==> src/rtl/lc3b_types.sv <==
// Shared widths, arbiter state type and index-width helper for the memory arbiter.
package lc3b_types;

  localparam int LC3B_WORD_WIDTH = 16;
  localparam int LC3B_LINE_WIDTH = 128;

  typedef enum logic {
    IDLE = 1'b0,
    BUSY = 1'b1
  } arb_state_t;

  // Port-index width; never below one bit so a 2-port arbiter still has an index.
  function automatic int idx_width(input int n);
    return (n > 2) ? $clog2(n) : 1;
  endfunction

endpackage

==> src/rtl/rr_priority_picker.sv <==
// Combinational rotating priority encoder: first pending port at or after start_idx,
// wrapping, optionally skipping excl_idx. Zero latency, no state.
module rr_priority_picker
  import lc3b_types::*;
#(
  parameter int NUM_PORTS = 2,
  localparam int IW = idx_width(NUM_PORTS)
) (
  input  logic [NUM_PORTS-1:0] pending,
  input  logic [IW-1:0]        start_idx,
  input  logic                 excl_en,
  input  logic [IW-1:0]        excl_idx,
  output logic                 win_vld,
  output logic [IW-1:0]        win_idx
);

  logic [IW:0] cand;

  always_comb begin
    win_vld = 1'b0;
    win_idx = '0;
    cand    = '0;
    for (int k = 0; k < NUM_PORTS; k++) begin
      cand = {1'b0, start_idx} + (IW+1)'(k);
      if (cand >= (IW+1)'(NUM_PORTS)) cand = cand - (IW+1)'(NUM_PORTS);
      if (!win_vld && pending[cand[IW-1:0]] &&
          !(excl_en && (cand[IW-1:0] == excl_idx))) begin
        win_vld = 1'b1;
        win_idx = cand[IW-1:0];
      end
    end
  end

endmodule

==> src/rtl/mem_arbiter_rr.sv <==
// N-port memory arbiter: one grant held until mem_resp, 1-cycle grant latency from IDLE,
// back-to-back handoff on resp. Round-robin; ARB_FIXED_PRIORITY_EN selects lowest-index-first.
module mem_arbiter_rr
  import lc3b_types::*;
#(
  parameter int NUM_PORTS  = 2,
  parameter int ADDR_WIDTH = LC3B_WORD_WIDTH,
  parameter int DATA_WIDTH = LC3B_LINE_WIDTH
) (
  input  logic                             clk,
  input  logic                             rst,
  input  logic [NUM_PORTS-1:0]             req_read,
  input  logic [NUM_PORTS-1:0]             req_write,
  input  logic [NUM_PORTS*ADDR_WIDTH-1:0]  req_address,
  input  logic [NUM_PORTS*DATA_WIDTH-1:0]  req_wdata,
  output logic [NUM_PORTS-1:0]             req_resp,
  output logic [DATA_WIDTH-1:0]            req_rdata,
  output logic                             mem_read,
  output logic                             mem_write,
  output logic [ADDR_WIDTH-1:0]            mem_address,
  output logic [DATA_WIDTH-1:0]            mem_wdata,
  input  logic                             mem_resp,
  input  logic [DATA_WIDTH-1:0]            mem_rdata
);

  localparam int IW = idx_width(NUM_PORTS);
  localparam logic [IW-1:0] LAST_PORT = IW'(NUM_PORTS - 1);

  arb_state_t            state_q, state_d;
  logic [IW-1:0]         grant_q, grant_d;
  logic [IW-1:0]         last_q, last_d;
  logic [NUM_PORTS-1:0]  pending;
  logic [IW-1:0]         search_base, start_idx, win_idx;
  logic                  busy, win_vld;
  logic [ADDR_WIDTH-1:0] addr_arr  [NUM_PORTS];
  logic [DATA_WIDTH-1:0] wdata_arr [NUM_PORTS];

  for (genvar i = 0; i < NUM_PORTS; i++) begin : g_unpack
    assign addr_arr[i]  = req_address[i*ADDR_WIDTH +: ADDR_WIDTH];
    assign wdata_arr[i] = req_wdata[i*DATA_WIDTH +: DATA_WIDTH];
  end

  assign pending = req_read | req_write;
  assign busy    = (state_q == BUSY);

  // On a resp cycle the port being served becomes last, so search starts just past it.
  assign search_base = busy ? grant_q : last_q;
`ifdef ARB_FIXED_PRIORITY_EN
  assign start_idx = '0;
`else
  assign start_idx = (search_base == LAST_PORT) ? '0 : search_base + IW'(1);
`endif

  rr_priority_picker #(
    .NUM_PORTS (NUM_PORTS)
  ) u_picker (
    .pending   (pending),
    .start_idx (start_idx),
    .excl_en   (busy),
    .excl_idx  (grant_q),
    .win_vld   (win_vld),
    .win_idx   (win_idx)
  );

  always_comb begin
    state_d = state_q;
    grant_d = grant_q;
    last_d  = last_q;
    case (state_q)
      IDLE: begin
        if (win_vld) begin
          grant_d = win_idx;
          state_d = BUSY;
        end
      end
      BUSY: begin
        if (mem_resp) begin
          last_d = grant_q;
          if (win_vld) grant_d = win_idx;
          else         state_d = IDLE;
        end else if (!pending[grant_q]) begin
          state_d = IDLE;
        end
      end
      default: state_d = IDLE;
    endcase
  end

  always_ff @(posedge clk) begin
    if (rst) begin
      state_q <= IDLE;
      grant_q <= '0;
      last_q  <= LAST_PORT;
    end else begin
      state_q <= state_d;
      grant_q <= grant_d;
      last_q  <= last_d;
    end
  end

  // Control outputs are gated by rst so a reset cycle never issues a request or resp.
  always_comb begin
    req_resp = '0;
    if (busy && mem_resp && !rst) req_resp[grant_q] = 1'b1;
  end

  assign mem_read    = busy && !rst && !mem_resp && req_read[grant_q];
  assign mem_write   = busy && !rst && !mem_resp && req_write[grant_q];
  assign mem_address = addr_arr[grant_q];
  assign mem_wdata   = wdata_arr[grant_q];
  assign req_rdata   = mem_rdata;

endmodule

==> config.mk <==
export PLATFORM = sky130hd
export DESIGN_NAME = mem_arbiter_rr
export DESIGN_NICKNAME = d
export VERILOG_FILES = /design/src/rtl/lc3b_types.sv /design/src/rtl/rr_priority_picker.sv /design/src/rtl/mem_arbiter_rr.sv
export SDC_FILE = /design/constraint.sdc
export NUM_CORES = 1
export LEC_CHECK = 0
export ABC_AREA = 1
export CELL_PAD_IN_SITES_DETAIL_PLACEMENT = 1
export CELL_PAD_IN_SITES_GLOBAL_PLACEMENT = 1
export CORE_AREA = 2 2 271 273
export CTS_CLUSTER_DIAMETER = 200
export DETAILED_ROUTE_END_ITERATION = 8
export DIE_AREA = 0 0 273 275
export DONT_BUFFER_PORTS = 1
export GPL_TIMING_DRIVEN = 0
export HOLD_SLACK_MARGIN = 0.05
export MAX_ROUTING_LAYER = met4
export PLACE_DENSITY = 0.3
export RECOVER_POWER = 50
export SYNTH_ARGS = -nofsm -noshare
export SYNTH_HDL_FRONTEND = slang
export SYNTH_HIERARCHICAL = 1
export SYNTH_SLANG_ARGS = --single-unit
export TNS_END_PERCENT = 30
==> constraint.sdc <==
create_clock -name clk -period 1.6 [get_ports clk]
set_clock_uncertainty 0.05 [all_clocks]
set_input_delay 0 -clock clk [delete_from_list [all_inputs] [get_ports clk]]
set_output_delay 0 -clock clk [all_outputs]
set_load 0.01 [all_outputs]
==> results.txt <==
IO buf count -> 0
Crit path capture type -> register
Final Hold Fails -> 0
Slowest CP cell -> dfxtp_4
Switching share of total power -> 64.6%
Clock network power share -> 7.7%
Gp weighted congestion -> 0.686
Later-pin clock latency in the skew report -> 220 ps
Setup_tns -> 0 ps
CP Launch Type -> register
Initial antenna violation count -> 2
Grt peak-use layer -> met2
Die X -> 273 um
Final min period -> 1580 ps
Worst Hold Launch -> mem_rdata[81]
Vias in the first global route -> 4386
Largest net degree at the start of global routing -> 11
TritonCTS buffer count -> 3
Top delay family on crit path -> simple AND/OR/NAND/NOR gates
Util after Layout -> 7.34%
Cell Pwr Density -> 971 mW/mm^2
DRT Wirelength -> 24.0 mm
Routed WL per cell -> 13.8 um
Post-Syn Instances -> 652
Final Cell Area -> 0.00531 mm^2
Max Root-Sink Buffers -> 2
DR DRC count -> 0
CP Data Required Time -> 1660 ps
Internal power -> 0.00183 W
Crit path buf inv count -> 3
Worst path max stage delay -> 420 ps
Peak Freq -> 632 MHz
Initial Util -> 4.33%
Syn nets -> 1075
Tightest Pin Transition -> 472 ps
Max-cap violations -> 0
Yosys Warn Count -> 6
Final net count -> 1205
CTS root buffer -> clkbuf_16
Logic pwr share -> 88.5%
TritonRoute pass-1 iters -> 4
Cell mode on critical path -> nand2_2
Leak -> 2.34 nW
Worst setup path class -> register to register
Total track usage -> 5.50%
Endpoints failing setup -> 0
Most frequent cells in the layout -> 450 x nand2_1, 129 x clkbuf_1, 120 x dlygate4sd3_1
Worst-path cell chain -> clkinv_8, buf_8, nand2_4, o21ai_4, inv_2, nand2_2, nand3_2, nand2_2, nand2_1, nand2_2, a21oi_2, nor2_1
Post-synthesis sequential area ratio -> 1.92%
Worst hold path class -> input pin to output pin
Dpl cell area -> 0.00434 mm^2
RSZ-0062 raised after global routing -> yes
Non-filler instance count after layout -> 1742
CTS clk-pin slew, worst paths -> 30 ps
GR Util met3 -> 1.15%
Synth Area per Inst -> 4.81 um^2
Status -> finished clean
Sw Pwr -> 0.00333 W
Grt ovf -> 0
Post-synth cell types -> 16
Synthesized area -> 0.00314 mm^2
Yosys reg bits -> 3
Seq pwr share -> 3.7%
TritonCTS clock tree -> built
Placed cells -> 1611
Met2 Track Usage GR -> 11.1%
GR Util met1 -> 5.41%
Iter 0 DRT Violations -> 77
Slew Limit Headroom -> 68.3%
DP HPWL -> 20.0 mm
Core area -> 0.0723 mm^2
Die ar. -> 0.0751 mm^2
Most common cell after layout, fill and taps aside -> nand2_1
Worst Path Max Fanout -> 5
Die height -> 275 um
Clock sink count -> 3
Critical path origin -> grant_q
Final period utilization -> 98.9%
H-tree Lvls -> 1
# IOs -> 699
Vias/cell -> 2.54
Worst R2R Start -> grant_q
Global-route wire length before repair -> 29.5 mm
Critical path data arrival time -> 1640 ps
Num rows -> 99
Syn-to-layout area delta -> 69.4%
Maximum VDD drop -> 0.285 mV
Vias -> 4421
Share of layout cells above drive strength 1 -> 7.43%
Max Slew Vio Count -> 0
Routed Antenna Nets -> 0
## per-layer routing
| metal | share of wire (%) | wire [um] |
|---|---|---|
| met5 | 0 | 0 |
| met3 | 8.7 | 2080 |
| met4 | 1.7 | 415 |
| met2 | 56 | 13400 |
| met1 | 34 | 8090 |
## cell families after synthesis
group,after synthesis,synth area share [%]
AND/OR/NAND/NOR,471,57.1
flip-flops,3,1.92
AO/OA/AOI/OAI,5,0.878
buffers and inverters,173,40.1
## cell type report
type,instances,area [um^2]
Tap cell,959,1200
Fill cell,8916,67000
Timing Repair Buffer,126,1260
Buffer,160,773
Sequential cell,3,65.1
Antenna cell,2,5.00
Multi-Input combinational cell,476,1870
Clock buffer,4,78.8
Inverter,12,57.6
## timing repair
item | CTS | global route
hold buffers | 112 | 8
setup buffers | 5 | 1
setup endpoints to repair | 112 | 25
endpoints found under the hold margin | 117 | 6
pin swaps | 6 | 2
gates resized for setup | 26 | 10
cloned | 0 | 0
## final timing paths
| kind | endpoint | slack (ps) | depth (start not counted) |
|---|---|---|---|
| min reg2reg | last_q | 470 | 2 |
| max reg2reg | grant_q | 20 | 12 |
| max | grant_q | 20 | 12 |
| min | req_rdata[81] | 70 | 1 |
## metrics by stage
stage	worst slack (ps)	hold WS, ps	power [W]
after global routing	-94.6	68.7	0.00570
after detailed placement	-352	23.7	0.00447
after global placement	-330	25.8	0.00449
final	17.7	65.7	0.00515
after CTS	-69.7	-87.0	0.00537
after floorplan	56.8	0.692	0.00316
## state kept, by name, indices dropped and copies added (netlist names)
name and count:
grant_q 1, busy 1, last_q 1
## worst reg2reg max path, stage by stage, from the launching register on
cell      delay (ps)
dfxtp_4          420
clkinv_8          90
buf_8            130
nand2_4           50
o21ai_4           70
inv_2             90
nand2_2           80
nand3_2           70
nand2_2           60
nand2_1           70
nand2_2           80
a21oi_2          150
nor2_1            60
## cell usage after synthesis
| cell type | instances | area, um^2 |
|---|---|---|
| inv_2 | 1 | 3.75 |
| nand3_1 | 8 | 40.0 |
| inv_4 | 1 | 6.26 |
| o211ai_1 | 1 | 7.51 |
| nor2_1 | 2 | 7.51 |
| a21oi_1 | 3 | 15.0 |
| nand3_2 | 1 | 10.0 |
| buf_4 | 132 | 991 |
| inv_1 | 10 | 37.5 |
| nor3_1 | 2 | 10.0 |
| buf_2 | 17 | 85.1 |
| o21ai_0 | 1 | 5.00 |
| dfxtp_1 | 3 | 60.1 |
| nand2_1 | 457 | 1720 |
| nand2_2 | 1 | 6.26 |
| buf_6 | 12 | 135 |
## power by group through the flow
stage	Clock (W)	Combinational [W]	Sequential (W)
floorplan	0	0.00303	0.000132
global placement	0	0.00435	0.000146
detailed placement	0	0.00433	0.000146
CTS	0.000410	0.00480	0.000160
global route	0.000418	0.00508	0.000202
finish	0.000398	0.00456	0.000193
Power figures use the tool's default switching activity.
